[src/rtl/ahb_pkg.sv]
// ahb_pkg: shared AHB-Lite encodings, the default-slave state type and the
// address-window decode helper used by ahb_dec_mux.
package ahb_pkg;

  localparam logic [1:0] HTRANS_IDLE   = 2'b00;
  localparam logic [1:0] HTRANS_BUSY   = 2'b01;
  localparam logic [1:0] HTRANS_NONSEQ = 2'b10;
  localparam logic [1:0] HTRANS_SEQ    = 2'b11;

  localparam logic [1:0] HRESP_OKAY  = 2'b00;
  localparam logic [1:0] HRESP_ERROR = 2'b01;

  // Decode operands are widened to this so one function serves any ADDR_W.
  localparam int DEC_AW_MAX = 64;

  typedef enum logic [1:0] {DS_IDLE, DS_ERR1, DS_ERR2} ds_state_e;

  function automatic logic ahb_decode(input logic [DEC_AW_MAX-1:0] addr,
                                      input logic [DEC_AW_MAX-1:0] base,
                                      input logic [DEC_AW_MAX-1:0] mask);
    return (addr & mask) == base;
  endfunction

endpackage

[src/rtl/ahb_default_slave.sv]
// ahb_default_slave: answers unmapped/denied transfers with the two-cycle
// AHB ERROR response (hready=0/ERROR, then hready=1/ERROR).
// Ports: pll_core_cpuclk clock, pad_cpu_rst sync active-high reset,
//        req   accepted address phase that no slave will take,
//        hready/hresp  response while the default slave owns the data phase.
module ahb_default_slave
  import ahb_pkg::*;
(
  input  logic       pll_core_cpuclk,
  input  logic       pad_cpu_rst,
  input  logic       req,
  output logic       hready,
  output logic [1:0] hresp
);

  ds_state_e state, state_nxt;

  always_ff @(posedge pll_core_cpuclk) begin
    if (pad_cpu_rst) state <= DS_IDLE;
    else             state <= state_nxt;
  end

  always_comb begin
    state_nxt = state;
    hready    = 1'b1;
    hresp     = HRESP_OKAY;
    case (state)
      DS_IDLE: if (req) state_nxt = DS_ERR1;
      DS_ERR1: begin
        hready    = 1'b0;
        hresp     = HRESP_ERROR;
        state_nxt = DS_ERR2;
      end
      DS_ERR2: begin
        hresp     = HRESP_ERROR;
        // ERR2 completes with hready=1, so a new request can be accepted now.
        state_nxt = req ? DS_ERR1 : DS_IDLE;
      end
      default: state_nxt = DS_IDLE;
    endcase
  end

endmodule

[src/rtl/ahb_dec_mux.sv]
// ahb_dec_mux: single-master AHB-Lite address decoder + response mux with
// NUM_SLV mask/base windows and a built-in ERROR default slave.
// Ports: m_* master side (address/control/wdata in, hrdata/hready/hresp out),
//        smpu_deny MPU veto of the current address phase,
//        s_hsel per-slave select, s_* broadcast address/control/wdata,
//        s_hreadyin (= m_hready), s_hrdata/s_hready/s_hresp packed per slave.
// Option: define AHB_DEC_MUX_TIMEOUT_EN to add a stall watchdog that errors a
//         hung slave after TIMEOUT_CYC wait cycles and fences it off (orphan)
//         until it next drives hready high.
module ahb_dec_mux
  import ahb_pkg::*;
#(
  parameter int NUM_SLV = 4,
  parameter int ADDR_W  = 32,
  parameter int DATA_W  = 32,
  parameter logic [NUM_SLV*ADDR_W-1:0] SLV_BASE =
    {32'h00000000, 32'h20000000, 32'h40000000, 32'h60000000},
  parameter logic [NUM_SLV*ADDR_W-1:0] SLV_MASK =
    {32'hFFF80000, 32'hFF800000, 32'hF0000000, 32'hFFF00000},
  parameter int TIMEOUT_CYC = 256
) (
  input  logic                      pll_core_cpuclk,
  input  logic                      pad_cpu_rst,
  input  logic [ADDR_W-1:0]         m_haddr,
  input  logic [1:0]                m_htrans,
  input  logic                      m_hwrite,
  input  logic [2:0]                m_hsize,
  input  logic [2:0]                m_hburst,
  input  logic [3:0]                m_hprot,
  input  logic [DATA_W-1:0]         m_hwdata,
  input  logic                      smpu_deny,
  output logic [DATA_W-1:0]         m_hrdata,
  output logic                      m_hready,
  output logic [1:0]                m_hresp,
  output logic [NUM_SLV-1:0]        s_hsel,
  output logic [ADDR_W-1:0]         s_haddr,
  output logic [1:0]                s_htrans,
  output logic                      s_hwrite,
  output logic [2:0]                s_hsize,
  output logic [2:0]                s_hburst,
  output logic [3:0]                s_hprot,
  output logic [DATA_W-1:0]         s_hwdata,
  output logic                      s_hreadyin,
  input  logic [NUM_SLV*DATA_W-1:0] s_hrdata,
  input  logic [NUM_SLV-1:0]        s_hready,
  input  logic [NUM_SLV*2-1:0]      s_hresp
);

  logic [NUM_SLV-1:0] hit, hit_pri, orphan;
  logic [NUM_SLV:0]   dsel;          // bit NUM_SLV = default slave
  logic               acc, dflt_req;
  logic               ds_hready;
  logic [1:0]         ds_hresp;
  logic               to_hit, to_err2;

  // Window decode; lowest index wins on overlap.
  always_comb begin
    logic [DEC_AW_MAX-1:0] addr_x, base_x, mask_x;
    logic                  found;
    addr_x = '0;
    addr_x[ADDR_W-1:0] = m_haddr;
    found  = 1'b0;
    for (int i = 0; i < NUM_SLV; i++) begin
      base_x = '0;
      mask_x = '0;
      base_x[ADDR_W-1:0] = SLV_BASE[i*ADDR_W +: ADDR_W];
      mask_x[ADDR_W-1:0] = SLV_MASK[i*ADDR_W +: ADDR_W];
      hit[i]     = ahb_decode(addr_x, base_x, mask_x);
      hit_pri[i] = hit[i] & ~found;
      found      = found | hit[i];
    end
  end

  // An orphaned slave is not re-selected; its window falls to the default slave.
  assign s_hsel   = {NUM_SLV{m_htrans[1] & ~smpu_deny}} & hit_pri & ~orphan;
  assign acc      = m_htrans[1] & m_hready;
  assign dflt_req = acc & ~|s_hsel;

  // Data-phase owner; advances only when the current data phase completes.
  always_ff @(posedge pll_core_cpuclk) begin
    if (pad_cpu_rst)   dsel <= '0;
    else if (m_hready) dsel <= acc ? {dflt_req, s_hsel} : '0;
  end

  ahb_default_slave u_dflt (
    .pll_core_cpuclk (pll_core_cpuclk),
    .pad_cpu_rst     (pad_cpu_rst),
    .req             (dflt_req),
    .hready          (ds_hready),
    .hresp           (ds_hresp)
  );

  always_comb begin
    m_hready = 1'b1;
    m_hresp  = HRESP_OKAY;
    m_hrdata = '0;
    if (dsel[NUM_SLV]) begin
      m_hready = ds_hready;
      m_hresp  = ds_hresp;
    end
    for (int i = 0; i < NUM_SLV; i++) begin
      if (dsel[i]) begin
        m_hrdata = s_hrdata[i*DATA_W +: DATA_W];
        m_hready = s_hready[i];
        m_hresp  = s_hresp[i*2 +: 2];
      end
    end
    // Watchdog override of a hung slave: ERROR cycle 1 then cycle 2.
    if (to_hit) begin
      m_hready = 1'b0;
      m_hresp  = HRESP_ERROR;
      m_hrdata = '0;
    end
    if (to_err2) begin
      m_hready = 1'b1;
      m_hresp  = HRESP_ERROR;
      m_hrdata = '0;
    end
  end

`ifdef AHB_DEC_MUX_TIMEOUT_EN
  localparam int CNT_W = $clog2(TIMEOUT_CYC + 1);

  logic [CNT_W-1:0] to_cnt;
  logic             ext_sel;

  assign ext_sel = |dsel[NUM_SLV-1:0];
  assign to_hit  = ext_sel & (to_cnt == CNT_W'(TIMEOUT_CYC));

  always_ff @(posedge pll_core_cpuclk) begin
    if (pad_cpu_rst) begin
      to_cnt  <= '0;
      to_err2 <= 1'b0;
      orphan  <= '0;
    end else begin
      to_err2 <= to_hit;
      if (m_hready || to_hit) to_cnt <= '0;
      else if (ext_sel)       to_cnt <= to_cnt + 1'b1;
      for (int i = 0; i < NUM_SLV; i++) begin
        if (to_hit && dsel[i]) orphan[i] <= 1'b1;
        else if (s_hready[i])  orphan[i] <= 1'b0;
      end
    end
  end
`else
  assign orphan  = '0;
  assign to_hit  = 1'b0;
  assign to_err2 = 1'b0;
`endif

  assign s_haddr    = m_haddr;
  assign s_htrans   = m_htrans;
  assign s_hwrite   = m_hwrite;
  assign s_hsize    = m_hsize;
  assign s_hburst   = m_hburst;
  assign s_hprot    = m_hprot;
  assign s_hwdata   = m_hwdata;
  assign s_hreadyin = m_hready;

endmodule

[config.mk]
export PLATFORM = sky130hd
export DESIGN_NAME = ahb_dec_mux
export DESIGN_NICKNAME = d
export VERILOG_FILES = /design/src/rtl/ahb_pkg.sv /design/src/rtl/ahb_default_slave.sv /design/src/rtl/ahb_dec_mux.sv
export SDC_FILE = /design/constraint.sdc
export NUM_CORES = 1
export LEC_CHECK = 0
export ABC_CLOCK_PERIOD_IN_PS = 1900
export CAP_MARGIN = 20
export CELL_PAD_IN_SITES_DETAIL_PLACEMENT = 0
export CELL_PAD_IN_SITES_GLOBAL_PLACEMENT = 2
export CORE_UTILIZATION = 10
export CTS_CLUSTER_SIZE = 8
export DETAILED_ROUTE_END_ITERATION = 6
export GPL_TIMING_DRIVEN = 0
export PLACE_DENSITY = 0.95
export REMOVE_ABC_BUFFERS = 1
export SYNTH_ARGS = -nofsm -noshare
export SYNTH_HDL_FRONTEND = slang
export SYNTH_SLANG_ARGS = --single-unit
[constraint.sdc]
create_clock -name pll_core_cpuclk -period 1.9 [get_ports pll_core_cpuclk]
set_input_delay 0.38 -clock pll_core_cpuclk [delete_from_list [all_inputs] [get_ports pll_core_cpuclk]]
set_output_delay 0.38 -clock pll_core_cpuclk [all_outputs]
set_load 0.1 [all_outputs]
==> impl_metrics.tcl <==
set metrics [dict create \
    finish.utilization_pct 23.31 \
    min_path_type "input pin to flop" \
    yosys_register_bits 7 \
    antenna_found_initial 1 \
    path_clk_slew_ns 0.04 \
    place_area_mm2 0.003884 \
    violations "negative setup slack" \
    multi_input_area_mm2 0.001451 \
    start_util_pct 10.22 \
    cts_tree "done" \
    yosysSeqAreaShare_pct 6.780 \
    synthCells 335 \
    firstDrtPassIters 5 \
    slowest_delay_ns 0.36 \
    p_sw_mw 0.3835 \
    drive_gt1_share_pct 30.64 \
    critPathSlowestCell "dfxtp_4" \
    power_mw 1.169 \
    cts-root-buf "clkbuf_16" \
    io_pins 337 \
    fin_ws_ns -0.2809 \
    setup_viol 39 \
    die-area_mm2 0.02125 \
    nets 709 \
    path_delay_family "buffers and inverters" \
    syn_to_final_growth_pct 128.2 \
    vias 2968 \
    finClkSkew_ns 0.003437 \
    routedWlPerCell_um 21.89 \
    die_x_um 145.8 \
    syn_area_mm2 0.002067 \
    grt_overflow 0 \
    cp_num_buf_inv 4 \
    synth.distinct_cells 31 \
    criticalPathCategory "flop to output port" \
    wl_met2_um 6946 \
    drt-met1-wl_um 5940 \
    swShare_pct 32.80 \
    maxCapViolations 0 \
    core-area_mm2 0.02023 \
    hold_slack_ns 0.4752 \
    final_area_mm2 0.004717 \
    detail-route-antenna-nets 0 \
    diodes 0 \
    rsz0062_at_grt "true" \
    fmax_ghz 0.4585 \
    track_usage_pct 14.27 \
    seqPwrFrac_pct 13.3 \
    maxSlewViolCount 0 \
    max_slew_margin_pct 34.77 \
    powerDensity_mw_per_mm2 247.8 \
    final_cell_mix "138 x clkdlybuf4s50_1, 42 x buf_6, 41 x nand2_1" \
    dp_hpwl_um 12030 \
    crit_path_end_kind "output port" \
    clk_latency_ns 0.23 \
    worst_pin_slew_ns 0.9824 \
    p_leak_nw 1.816 \
    rows 52 \
    crit_top_cell "buf_12" \
    cp-start-kind "flop" \
    ir_drop_mv 0.2264 \
    drt-initial-drc-count 145 \
    highest_layer "met5" \
    grt_pass1_wl_um 21510 \
    required_ns 1.52 \
    port_buffers 210 \
    cts_sinks 7 \
    place_congestion 0.7705 \
    cts_buffer_depth 2 \
    viasPerCell 3.942 \
    fp.dieH_um 145.8 \
    final_common_cell "clkdlybuf4s50_1" \
    finalSetupTns_ns -7.555 \
    drc_errors 0 \
    p_int_mw 0.7856 \
    met3_length_um 3337 \
    crit_fanout 8 \
    clockPowerShare_pct 30.7 \
    status "finished with violations" \
    arrival_ns 1.80 \
    combPwrFrac_pct 56.0 \
    cts_buffers 3 \
    min_period_ns 2.181 \
    nFillCells 2199 \
    avgSynthCellArea_um2 6.170 \
    hold_viol 0 \
    grt_pass1_vias 2821 \
    final-seq-area_um2 160.2 \
    wl_um 16480 \
    grt_max_degree 38 \
    cts.htree.levels 1 \
    yosysWarnings 0 \
    crit_chain "buf_12, nor2b_4, buf_12, buf_12, a22oi_1, nor2_1, a21oi_2, o21ai_2, buf_8" \
    fin_crit_sh_pct 114.8 \
]
## tightest hold or removal path: stages
cell and delay [ns]:
buf_2 0.14, nand4_4 0.08, a21oi_2 0.05
## synthesized netlist by cell type
library cell / instances / area [um^2]
buf_1: 3 / 11.26
a221oi_1: 1 / 8.760
ha_1: 5 / 62.56
a21oi_1: 41 / 205.2
nor3_1: 3 / 15.01
buf_6: 1 / 11.26
a32o_1: 1 / 10.01
o22a_4: 1 / 17.52
or4_1: 1 / 7.510
mux2i_1: 1 / 10.01
nand3_1: 2 / 10.01
dfxtp_1: 7 / 140.1
nor4b_2: 1 / 15.01
nor2b_1: 4 / 25.02
o21ai_0: 35 / 175.2
o21bai_1: 1 / 7.510
nor2b_4: 1 / 13.76
a41o_1: 1 / 10.01
nand4_4: 1 / 21.27
nor4_1: 3 / 18.77
nor3b_1: 1 / 7.510
nor2_1: 35 / 131.4
a22oi_1: 33 / 247.7
nand3b_1: 1 / 7.510
clkinv_4: 1 / 8.760
inv_1: 8 / 30.03
and3b_1: 1 / 8.760
clkbuf_1: 21 / 78.83
buf_4: 78 / 585.6
a2111o_1: 1 / 11.26
nand2_1: 41 / 153.9
## per-stage QoR
| step | setup WS [ns] | instances |
|---|---|---|
| after CTS | -0.2800 | 748 |
| after global routing | -0.4033 | 753 |
| final | -0.2809 | 753 |
| after detailed placement | -1.677 | 715 |
| after floorplan | -2.301 | 232 |
| after global placement | -2.684 | 712 |
## timing repair
item | CTS | global route
cloned | 1 | 2
resized for setup | 466 | 42
pin swaps | 21 | 22
setup buffers | 28 | 6
hold buffers | 0 | 0
setup endpoints to repair | 61 | 42
## path summary, 6_finish.rpt
path | startpoint | to | slack, ns | cells after the start
max reg2reg | dsel[1]$_SDFFE_PP0N_ | u_dflt.state[1]$_SDFFE_PP0P_ | -0.05 | 9
min reg2reg | dsel[4]$_SDFFE_PP0N_ | dsel[4]$_SDFFE_PP0N_ | 0.49 | 2
max | dsel[1]$_SDFFE_PP0N_ | m_hrdata[20] | -0.28 | 9
min | m_htrans[1] | dsel[4]$_SDFFE_PP0N_ | 0.48 | 3
## area by class of cell
class                      instances  share of cell area, %
timing repair buffer             246                  56.02
multi-input combinational        217                  30.77
tap                              270                  7.162
sequential                         7                  3.395
clock buffer                       4                  1.671
inverter                           9                 0.9814
## metal layers
layer	vias up	global-route usage [%]
met5	-	7.045
met4	6	0.8947
met3	11	14.67
met2	249	20.36
met1	1320	14.62
li1	1382	-
## logic make-up after synthesis
kind of cell	Yosys count	share of synthesized area [%]
mux	1	0.4843
buf+inv	112	35.11
compound gates	115	33.54
flops	7	6.779
fa+ha+maj	5	3.027
simple gates	95	21.07
## sequential cells by signal, indices dropped and copies added (netlist names)
name	cells
dsel	5
u_dflt.state	2
## power by group through the flow
stage                     registers, mW  logic (mW)  clock network (mW)
after global placement            0.166       0.603                   0
after detailed placement          0.164       0.607                   0
final                             0.155       0.655               0.359
after global routing              0.156       0.687               0.384
after floorplan                   0.163       0.103                   0
after CTS                         0.155       0.638               0.365
Note: power is estimated with default switching activity, not from simulation.
